### src/rtl/mc_pkg.sv
// mc_pkg: shared types and constants for the multicycle MIPS controller.
// Latency: n/a (declarations plus one pure decode function).
// Backpressure: n/a.
package mc_pkg;

  // Controller states; the numeric values are visible on the state register
  typedef enum logic [3:0] {
    S_FETCH   = 4'd0,
    S_DECODE  = 4'd1,
    S_MEMADR  = 4'd2,
    S_MEMRD   = 4'd3,
    S_MEMWB   = 4'd4,
    S_MEMWR   = 4'd5,
    S_RTYPEEX = 4'd6,
    S_ALUWB   = 4'd7,
    S_BEQEX   = 4'd8,
    S_ADDIEX  = 4'd9,
    S_ADDIWB  = 4'd10,
    S_JEX     = 4'd11,
    S_TRAP    = 4'd12,
    S_BNEEX   = 4'd13
  } state_t;

  // Opcodes (instr[31:26])
  localparam logic [5:0] OP_RTYPE = 6'b000000;
  localparam logic [5:0] OP_LW    = 6'b100011;
  localparam logic [5:0] OP_SW    = 6'b101011;
  localparam logic [5:0] OP_BEQ   = 6'b000100;
  localparam logic [5:0] OP_BNE   = 6'b000101;
  localparam logic [5:0] OP_ADDI  = 6'b001000;
  localparam logic [5:0] OP_J     = 6'b000010;

  // R-type function codes (instr[5:0])
  localparam logic [5:0] FN_ADD = 6'b100000;
  localparam logic [5:0] FN_SUB = 6'b100010;
  localparam logic [5:0] FN_AND = 6'b100100;
  localparam logic [5:0] FN_OR  = 6'b100101;
  localparam logic [5:0] FN_SLT = 6'b101010;

  // Internal ALU op class handed to the ALU decoder
  localparam logic [1:0] ALUOP_ADD   = 2'b00;
  localparam logic [1:0] ALUOP_SUB   = 2'b01;
  localparam logic [1:0] ALUOP_FUNCT = 2'b10;

  // ALU operation codes
  localparam logic [2:0] ALUC_AND = 3'b000;
  localparam logic [2:0] ALUC_OR  = 3'b001;
  localparam logic [2:0] ALUC_ADD = 3'b010;
  localparam logic [2:0] ALUC_SUB = 3'b110;
  localparam logic [2:0] ALUC_SLT = 3'b111;

  // ALU B-operand selects
  localparam logic [1:0] SRCB_REG    = 2'b00;
  localparam logic [1:0] SRCB_FOUR   = 2'b01;
  localparam logic [1:0] SRCB_IMM    = 2'b10;
  localparam logic [1:0] SRCB_BRANCH = 2'b11;

  // PC source selects
  localparam logic [1:0] PC_ALU    = 2'b00;
  localparam logic [1:0] PC_ALUOUT = 2'b01;
  localparam logic [1:0] PC_JUMP   = 2'b10;

  // Per-state datapath controls, held in the output register
  typedef struct packed {
    logic       iord;
    logic       irwrite;
    logic       memwrite;
    logic       memtoreg;
    logic       regwrite;
    logic       regdst;
    logic       alusrca;
    logic [1:0] alusrcb;
    logic [1:0] pcsrc;
    logic [1:0] aluop;
    logic       pcwrite;
    logic       branch;
    logic       illegal;
  } ctrl_t;

  // States that access memory and therefore stretch by the wait count
  function automatic logic is_mem_state(state_t s);
    return (s == S_FETCH) || (s == S_MEMRD) || (s == S_MEMWR);
  endfunction

  // Moore decode; 'last' marks the final wait cycle of the state
  function automatic ctrl_t ctrl_decode(state_t s, logic last);
    ctrl_t c;
    c = '0;
    case (s)
      S_FETCH: begin
        c.alusrcb = SRCB_FOUR;
        c.aluop   = ALUOP_ADD;
        c.pcsrc   = PC_ALU;
        c.irwrite = last;
        c.pcwrite = last;
      end
      S_DECODE: begin
        c.alusrcb = SRCB_BRANCH;
        c.aluop   = ALUOP_ADD;
      end
      S_MEMADR, S_ADDIEX: begin
        c.alusrca = 1'b1;
        c.alusrcb = SRCB_IMM;
        c.aluop   = ALUOP_ADD;
      end
      S_MEMRD: c.iord = 1'b1;
      S_MEMWR: begin
        c.iord     = 1'b1;
        c.memwrite = 1'b1;
      end
      S_MEMWB: begin
        c.memtoreg = 1'b1;
        c.regwrite = 1'b1;
      end
      S_RTYPEEX: begin
        c.alusrca = 1'b1;
        c.alusrcb = SRCB_REG;
        c.aluop   = ALUOP_FUNCT;
      end
      S_ALUWB: begin
        c.regdst   = 1'b1;
        c.regwrite = 1'b1;
      end
      S_ADDIWB: c.regwrite = 1'b1;
      S_BEQEX, S_BNEEX: begin
        c.alusrca = 1'b1;
        c.alusrcb = SRCB_REG;
        c.aluop   = ALUOP_SUB;
        c.pcsrc   = PC_ALUOUT;
        c.branch  = 1'b1;
      end
      S_JEX: begin
        c.pcsrc   = PC_JUMP;
        c.pcwrite = 1'b1;
      end
      S_TRAP: c.illegal = 1'b1;
      default: c = '0;
    endcase
    return c;
  endfunction

endpackage

### src/rtl/mc_aludec.sv
// aludec: maps the controller's ALU op class and the R-type funct field to an ALU operation.
// Latency: combinational, zero cycles.
// Backpressure: none.
module aludec
  import mc_pkg::*;
(
  input  logic [1:0] aluop_i,
  input  logic [5:0] funct_i,
  output logic [2:0] alucontrol_o
);

  // Fixed add/sub for address and branch math, funct lookup for R-type
  always_comb begin
    alucontrol_o = ALUC_ADD;
    case (aluop_i)
      ALUOP_ADD: alucontrol_o = ALUC_ADD;
      ALUOP_SUB: alucontrol_o = ALUC_SUB;
      ALUOP_FUNCT: begin
        case (funct_i)
          FN_ADD:  alucontrol_o = ALUC_ADD;
          FN_SUB:  alucontrol_o = ALUC_SUB;
          FN_AND:  alucontrol_o = ALUC_AND;
          FN_OR:   alucontrol_o = ALUC_OR;
          FN_SLT:  alucontrol_o = ALUC_SLT;
          default: alucontrol_o = ALUC_ADD;
        endcase
      end
      default: alucontrol_o = ALUC_ADD;
    endcase
  end

endmodule

### src/rtl/mc_controller.sv
// mc_controller: multicycle MIPS control FSM, wait-state counter and PC enable; MC_BNE_EN adds bne.
// Latency: state and controls registered; pcen and alucontrol add only zero/funct combinationally.
// Backpressure: memory states stretch by MEM_LAT wait cycles; illegal opcodes park in TRAP until reset.
module mc_controller
  import mc_pkg::*;
#(
  parameter int unsigned MEM_LAT = 0
) (
  input  logic       clk,
  input  logic       reset_n,
  input  logic [5:0] op,
  input  logic [5:0] funct,
  input  logic       zero,
  output logic       iord,
  output logic       irwrite,
  output logic       memwrite,
  output logic       memtoreg,
  output logic       regwrite,
  output logic       regdst,
  output logic       alusrca,
  output logic [1:0] alusrcb,
  output logic [1:0] pcsrc,
  output logic [2:0] alucontrol,
  output logic       pcen,
  output logic       illegal_op
);

  state_t state_q, state_d;
  ctrl_t  ctrl_q, ctrl_d, ctrl_act;
  logic   wait_done;   // current memory state is on its final cycle
  logic   last_d;      // next cycle is the final cycle of its state
  logic   bne_state;

  // Wait-state counter, present only when memory needs extra cycles
  generate
    if (MEM_LAT == 0) begin : g_no_wait
      assign wait_done = 1'b1;
      assign last_d    = 1'b1;
    end else begin : g_wait
      localparam int CW = $clog2(MEM_LAT + 1);
      logic [CW-1:0] cnt_q, cnt_d;

      // Advance while a memory state is still waiting; any state change restarts at 0
      always_comb begin
        cnt_d = '0;
        if (reset_n && is_mem_state(state_q) && !wait_done) begin
          cnt_d = cnt_q + CW'(1);
        end
      end

      assign wait_done = (cnt_q == CW'(MEM_LAT));
      assign last_d    = (cnt_d == CW'(MEM_LAT));

      // Wait counter register
      always_ff @(posedge clk) begin
        if (!reset_n) begin
          cnt_q <= '0;
        end else begin
          cnt_q <= cnt_d;
        end
      end
    end
  endgenerate

  // Next-state selection; op is only consulted in DECODE and MEMADR
  always_comb begin
    state_d = state_q;
    if (!reset_n) begin
      state_d = S_FETCH;
    end else begin
      case (state_q)
        S_FETCH: if (wait_done) state_d = S_DECODE;
        S_DECODE: begin
          case (op)
            OP_RTYPE:     state_d = S_RTYPEEX;
            OP_LW, OP_SW: state_d = S_MEMADR;
            OP_BEQ:       state_d = S_BEQEX;
            OP_ADDI:      state_d = S_ADDIEX;
            OP_J:         state_d = S_JEX;
`ifdef MC_BNE_EN
            OP_BNE:       state_d = S_BNEEX;
`else
            OP_BNE:       state_d = S_TRAP;
`endif
            default:      state_d = S_TRAP;
          endcase
        end
        S_MEMADR:  state_d = (op == OP_LW) ? S_MEMRD : S_MEMWR;
        S_MEMRD:   if (wait_done) state_d = S_MEMWB;
        S_MEMWR:   if (wait_done) state_d = S_FETCH;
        S_RTYPEEX: state_d = S_ALUWB;
        S_ADDIEX:  state_d = S_ADDIWB;
        S_MEMWB, S_ALUWB, S_ADDIWB, S_BEQEX, S_BNEEX, S_JEX: state_d = S_FETCH;
        S_TRAP:    state_d = S_TRAP;
        default:   state_d = S_TRAP;
      endcase
    end
  end

  // Controls for the upcoming state, so the output register lines up with the state register
  always_comb begin
    ctrl_d = ctrl_decode(state_d, last_d);
  end

  // State register and registered Moore outputs
  always_ff @(posedge clk) begin
    if (!reset_n) begin
      state_q <= S_FETCH;
      ctrl_q  <= ctrl_decode(S_FETCH, last_d);
    end else begin
      state_q <= state_d;
      ctrl_q  <= ctrl_d;
    end
  end

  // Reset low silences every control immediately, so no write fires in a reset cycle
  always_comb begin
    ctrl_act = reset_n ? ctrl_q : '0;
  end

`ifdef MC_BNE_EN
  assign bne_state = (state_q == S_BNEEX);
`else
  assign bne_state = 1'b0;
`endif

  assign pcen = ctrl_act.pcwrite | (ctrl_act.branch & (zero ^ bne_state));

  aludec u_aludec (
    .aluop_i      (ctrl_act.aluop),
    .funct_i      (funct),
    .alucontrol_o (alucontrol)
  );

  assign iord       = ctrl_act.iord;
  assign irwrite    = ctrl_act.irwrite;
  assign memwrite   = ctrl_act.memwrite;
  assign memtoreg   = ctrl_act.memtoreg;
  assign regwrite   = ctrl_act.regwrite;
  assign regdst     = ctrl_act.regdst;
  assign alusrca    = ctrl_act.alusrca;
  assign alusrcb    = ctrl_act.alusrcb;
  assign pcsrc      = ctrl_act.pcsrc;
  assign illegal_op = ctrl_act.illegal;

endmodule

### config.mk
export PLATFORM = sky130hd
export DESIGN_NAME = mc_controller
export DESIGN_NICKNAME = d
export VERILOG_FILES = /design/src/rtl/mc_pkg.sv /design/src/rtl/mc_aludec.sv /design/src/rtl/mc_controller.sv
export SDC_FILE = /design/constraint.sdc
export NUM_CORES = 1
export LEC_CHECK = 0
export CORE_ASPECT_RATIO = 0.75
export CORE_MARGIN = 1
export CORE_UTILIZATION = 55
export CTS_BUF_LIST = sky130_fd_sc_hd__clkbuf_8 sky130_fd_sc_hd__clkbuf_16
export CTS_CLUSTER_DIAMETER = 100
export DETAILED_ROUTE_END_ITERATION = 12
export DONT_BUFFER_PORTS = 1
export PLACE_DENSITY = 0.7
export SLEW_MARGIN = 10
export SYNTH_ARGS = -nofsm -noshare
export SYNTH_HDL_FRONTEND = slang
export SYNTH_SLANG_ARGS = --single-unit
### constraint.sdc
create_clock -name clk -period 2.3 [get_ports clk]
set_input_delay 0.46 -clock clk [delete_from_list [all_inputs] [get_ports clk]]
set_output_delay 0.46 -clock clk [all_outputs]
set_load 0.1 [all_outputs]
Yosys cells after proc, flatten, opt, wreduce, memory -nomap -nowiden
Cells that the tools add are included.
{"block": "totals", "ff_bits": 20, "latchBits": 0, "ram_bits": 0, "rom_bits": 0, "in_bits": 15, "out_inout_bits": 16, "word_cells": 83, "mem_count": 0}
{"block": "classes", "add_sub_neg": 0, "mul": 0, "n_div": 0, "magnitude_cmp": 0, "n_eq_ne": 36, "shifts": 0, "mux": 20, "bitwise_logic": 2, "n_reduce_logical": 11}
{"cell": "equality test 4 bit (second input constant)", "count": 11}
{"cell": "equality test 6 bit (second input constant)", "count": 6}
{"cell": "equality test 4 x 3 -> 1 bit (second input constant)", "count": 8}
{"cell": "case mux 4 bit (7 select lines)", "count": 1}
{"cell": "case mux 4 bit (5 select lines)", "count": 1}
{"cell": "equality test 4 x 2 -> 1 bit (second input constant)", "count": 4}
{"cell": "two-way mux 16 bit", "count": 1}
{"cell": "case mux 3 bit (4 select lines)", "count": 1}
{"cell": "two-way mux 1 bit", "count": 10}
{"cell": "OR reduction 2 bit", "count": 5}
{"cell": "equality test 4 x 1 -> 1 bit (second input constant)", "count": 2}
{"cell": "logical NOT 4 bit", "count": 2}
{"cell": "case mux 2 bit (2 select lines)", "count": 2}
{"cell": "OR reduction 7 bit", "count": 1}
{"cell": "equality test 6 x 2 -> 1 bit (second input constant)", "count": 1}
{"cell": "equality test 6 x 3 -> 1 bit (second input constant)", "count": 1}
{"cell": "equality test 6 x 4 -> 1 bit (second input constant)", "count": 1}
{"cell": "logical NOT 6 bit", "count": 1}
{"cell": "case mux 2 bit (3 select lines)", "count": 1}
{"cell": "case mux 3 bit (2 select lines)", "count": 1}
{"cell": "OR reduction 5 bit", "count": 1}
{"cell": "two-way mux 4 bit", "count": 1}
{"cell": "two-way mux 3 bit", "count": 1}
{"cell": "OR reduction 3 bit", "count": 1}
{"cell": "4 further kinds", "count": 4}

Longest topological paths before layout
{"block": "logic_depth", "ltp_word": 8, "ltp_mapped": 8, "ltp_nobuf": 6}

Cells and area by module
A second synthesis with hierarchy kept.
{"block": "unflattened", "cells_unflattened": 131, "hier_area_um2": 1099.8}
{"module": "mc_controller", "n_inst": 1, "cells_each": 116, "area_each_um2": 980.9}
{"module": "aludec", "n_inst": 1, "cells_each": 15, "area_each_um2": 118.9}

Worst setup path before layout
Ideal clock, no wire load.
{"block": "synth_timing", "kind": "in2out", "from": "input port reset_n", "to": "output port alucontrol[0]", "arrival_ns": 3.313, "t_required_ns": 1.840, "path_slack_ns": -1.473, "cell_stages": 4, "n_path_buf": 1, "path_cell_list": "clkbuf_1 -> nand2_1 -> ha_1 -> nor3b_1"}
{"block": "synth_via", "elab_chain_len": 3, "elab_cells_between_ends": 4, "classes_between": "2 x eq/ne; 2 x mux"}
{"item": "start: declaration", "line": "mc_controller.sv:10", "rtl": "input logic reset_n,"}
{"item": "two-way mux 16 bit (*)", "line": "mc_controller.sv:118", "rtl": "ctrl_act = reset_n ? ctrl_q : '0;"}
{"item": "equality test 2 bit / equality test 2 x 1 -> 1 bit (equally long branches)", "line": "mc_aludec.sv:15", "rtl": "case (aluop_i)"}
{"item": "case mux 3 bit (2 select lines) (*)", "line": "mc_aludec.sv:15"}
{"item": "end: declaration", "line": "mc_controller.sv:23", "rtl": "output logic [2:0] alucontrol,"}
Mark *: on every way between the ends. The rest lies on a longest branch, timed or not.

Worst setup path in the final report
{"block": "layout_timing", "from": "register ctrl_q[4] (netlist bit)", "to": "output port alucontrol[0]"}
{"block": "layout_via", "elab_chain_len": 3, "elab_cells_between_ends": 4, "classes_between": "2 x eq/ne; 2 x mux"}
{"item": "start: declaration", "line": "mc_controller.sv:29", "rtl": "ctrl_t ctrl_q, ctrl_d, ctrl_act;"}
{"item": "start signal: assignment", "line": "mc_controller.sv:109", "rtl": "ctrl_q <= ctrl_decode(S_FETCH, last_d);"}
{"item": "start signal: assignment", "line": "mc_controller.sv:112", "rtl": "ctrl_q <= ctrl_d;"}
{"item": "two-way mux 16 bit (*)", "line": "mc_controller.sv:118"}
{"item": "equality test 2 bit / equality test 2 x 1 -> 1 bit (equally long branches)", "line": "mc_aludec.sv:15"}
{"item": "case mux 3 bit (2 select lines) (*)", "line": "mc_aludec.sv:15"}
Marked as above.

==> out/metrics.yaml <==
status:
  status: "finished, final reports clean"
drt:
  drt_wl_total_um: 2210
  dr.pass1.iters: 4
  wl_per_cell_um: 13.8
  ant_nets: 0
  via_count: 912
  viasPerCell: 5.70
  drtIter0Drc: 25
  drc: 0
die:
  rows: 13
  die_h_um: 40.2
  initial_utilization_pct: 59.9
  core_region_area_um2: 1790
  io_pins: 31
  die_w_um: 53.0
  die_area_um2: 2130
cells_and_area:
  drive_gt1_share_pct: 29.7
  fin_nets: 156
  fin_cells: 160
  num-fill-cells: 148
  fin_util_pct: 72.8
  diodes: 0
  syn2layout_area_growth_pct: 21.5
logic_synthesis:
  synth_edf_count: 0
  netlist_area_um2: 1070
  syn_nets: 141
  synth_area_leaders: "dfxtp_1, and2_1, a21oi_1"
  synth_top_area_share_pct: 33.6
  yosysMostFrequentCell: "dfxtp_1"
  ys_ff_latch: 18
  netlist_instances: 124
  synth_commonest_cells: "dfxtp_1, and2_1, nor2_1"
  synth_flop_cell: "dfxtp_1"
  synth_top_area_cell: "dfxtp_1"
  synth_seq_area_share_pct: 33.6
  synth_area_per_cell_um2: 8.65
  ys_warn_count: 0
  ys_types: 47
  ys_async_sr_fraction_pct: 0
clock_network:
  holdBufCountCts: 0
  cts_made_buffers: 3
  clock_latency_ps: 250
  post-cts-setup-buffers: 0
  tritoncts: "yes"
  cts_resized: 0
  clock-sinks: 18
  cts_buffer_depth: 2
  cts_max_level: 1
  cts_root_buffer: "clkbuf_8"
  clk_pin_slew_ps: 70
worst_hold_path:
  min_path_type: "input port to register"
sta:
  fin_crit_ps: 2060
  tightest_slew_ps: 384
  period_share_pct: 89.5
  skew_ps: 2.87
  slew_headroom_pct: 74.2
  rsz0062_at_grt: "no"
  setup_ws_ps: 241
  final.setup.tns_ps: 0
  finalSetupViolations: 0
  slew_violations: 0
  hold_viol_final: 0
  fmax_mhz: 486
  whs_ps: 295
grt:
  grt_usage_pct: 23.4
  grt_overflow_total: 0
  grt_max_degree: 27
  grt_pass1_wl_um: 3350
  grt_pass1_vias: 767
  antenna_found_initial: 0
setup_path:
  crit_chain: "nand2_1, inv_1, ha_2, nor3b_4, buf_4"
  cp-start-kind: "register"
  cp-end-kind: "primary output"
  crit_fanout: 3
  arrival_ps: 1600
  cp_data_required_time_ps: 1840
  worstSetupPathType: "register to primary output"
  rrSetupSlack_ps: 430
  crit_slowest_cell: "dfxtp_1"
  slowest_delay_ps: 330
placement:
  io_buffers: 0
  place_inst: 156
  gp_congestion: 0.837
  pre_cts_slack_ps: 228
  dpl.hpwl_um: 1510
run:
  cap_violations: 0
pwr:
  p_leak_nw: 0.513
  ir_drop_uv: 650
  power_density_nw_per_um2: 814
==> path summary, 6_finish.rpt <==
kind                              start               endpoint  depth (start not counted)
setup / recovery   ctrl_q[4]$_SDFF_PN0_          alucontrol[0]                          5
hold / removal                  reset_n  ctrl_q[14]$_SDFF_PN1_                          1
setup reg to reg  state_q[2]$_SDFF_PN0_  ctrl_q[11]$_SDFF_PN0_                          6
hold reg to reg   state_q[3]$_SDFF_PN0_   ctrl_q[6]$_SDFF_PN0_                          4
==> flip-flops by register name, summed over array words and instances, names as in the netlist <==
| register | count |
|---|---|
| ctrl_q | 14 |
| state_q | 4 |
==> metal layers <==
metal	GRT usage (%)	wire [µm]	up-vias
met5	0	0	-
met4	5.92	28	0
met3	9.47	168	4
met2	37.3	991	36
met1	29.7	1020	416
li1	-	-	456
==> stage by stage <==
step           power (mW)  instance area [µm²]
2_1_floorplan       0.762                 1150
3_5_place_dp        0.804                 1250
3_3_place_gp        0.795                 1250
4_1_cts              1.06                 1300
6_report             1.06                 1300
5_1_grt              1.11                 1300
==> cell usage in the layout, fill, tap and decap left out, types with 2 or more instances in the layout <==
cell type | netlist | routed
a21oi_1 | 7 | 6
a21oi_2 | 1 | 2
and2_1 | 15 | 15
and3_1 | 2 | 2
buf_4 | 1 | 14
clkbuf_8 | 0 | 4
dfxtp_1 | 18 | 18
inv_1 | 6 | 5
mux2i_1 | 2 | 2
nand2_1 | 6 | 5
nand2_4 | 1 | 2
nand2b_1 | 2 | 2
nand3_1 | 5 | 5
nor2_1 | 9 | 8
nor3_1 | 5 | 5
o211ai_1 | 2 | 2
or3_1 | 4 | 4
or4_1 | 2 | 2
xnor2_1 | 2 | 2
==> area by class of cell <==
type | count | area, µm² | area share (%)
clock buffer | 4 | 55.1 | 4.23
inverter | 7 | 30.0 | 2.31
multi-input combinational | 94 | 704 | 54.1
sequential | 18 | 360 | 27.7
tap | 22 | 27.5 | 2.11
timing repair buffer | 15 | 125 | 9.61
==> kinds of logic (layout without fill, tap and decap cells) <==
group / after synthesis / after routing / synth area share, %
adder cells (fa/ha/maj): 2 / 2 / 2.33
multiplexers: 2 / 2 / 1.87
AND/OR/NAND/NOR: 64 / 64 / 35.4
AO/OA/AOI/OAI: 23 / 23 / 18.4
flip-flops: 18 / 18 / 33.6
buffers and inverters: 12 / 26 / 5.95
XOR/XNOR: 3 / 3 / 2.45
==> worst max-delay path: cells and delay by family (launching register included) <==
| family | cells | cell delay (ps) |
|---|---|---|
| adders and majority gates | 1 | 310 |
| buffers and inverters | 2 | 400 |
| DFF | 1 | 330 |
| and+or+nand+nor | 2 | 300 |
==> report_power, final <==
group          switching, mW  total (mW)  internal, mW
Clock                  0.106       0.259         0.152
Sequential            0.0293       0.386         0.357
Combinational          0.290       0.415         0.125
No activity file was read; power rests on OpenSTA's default activity.
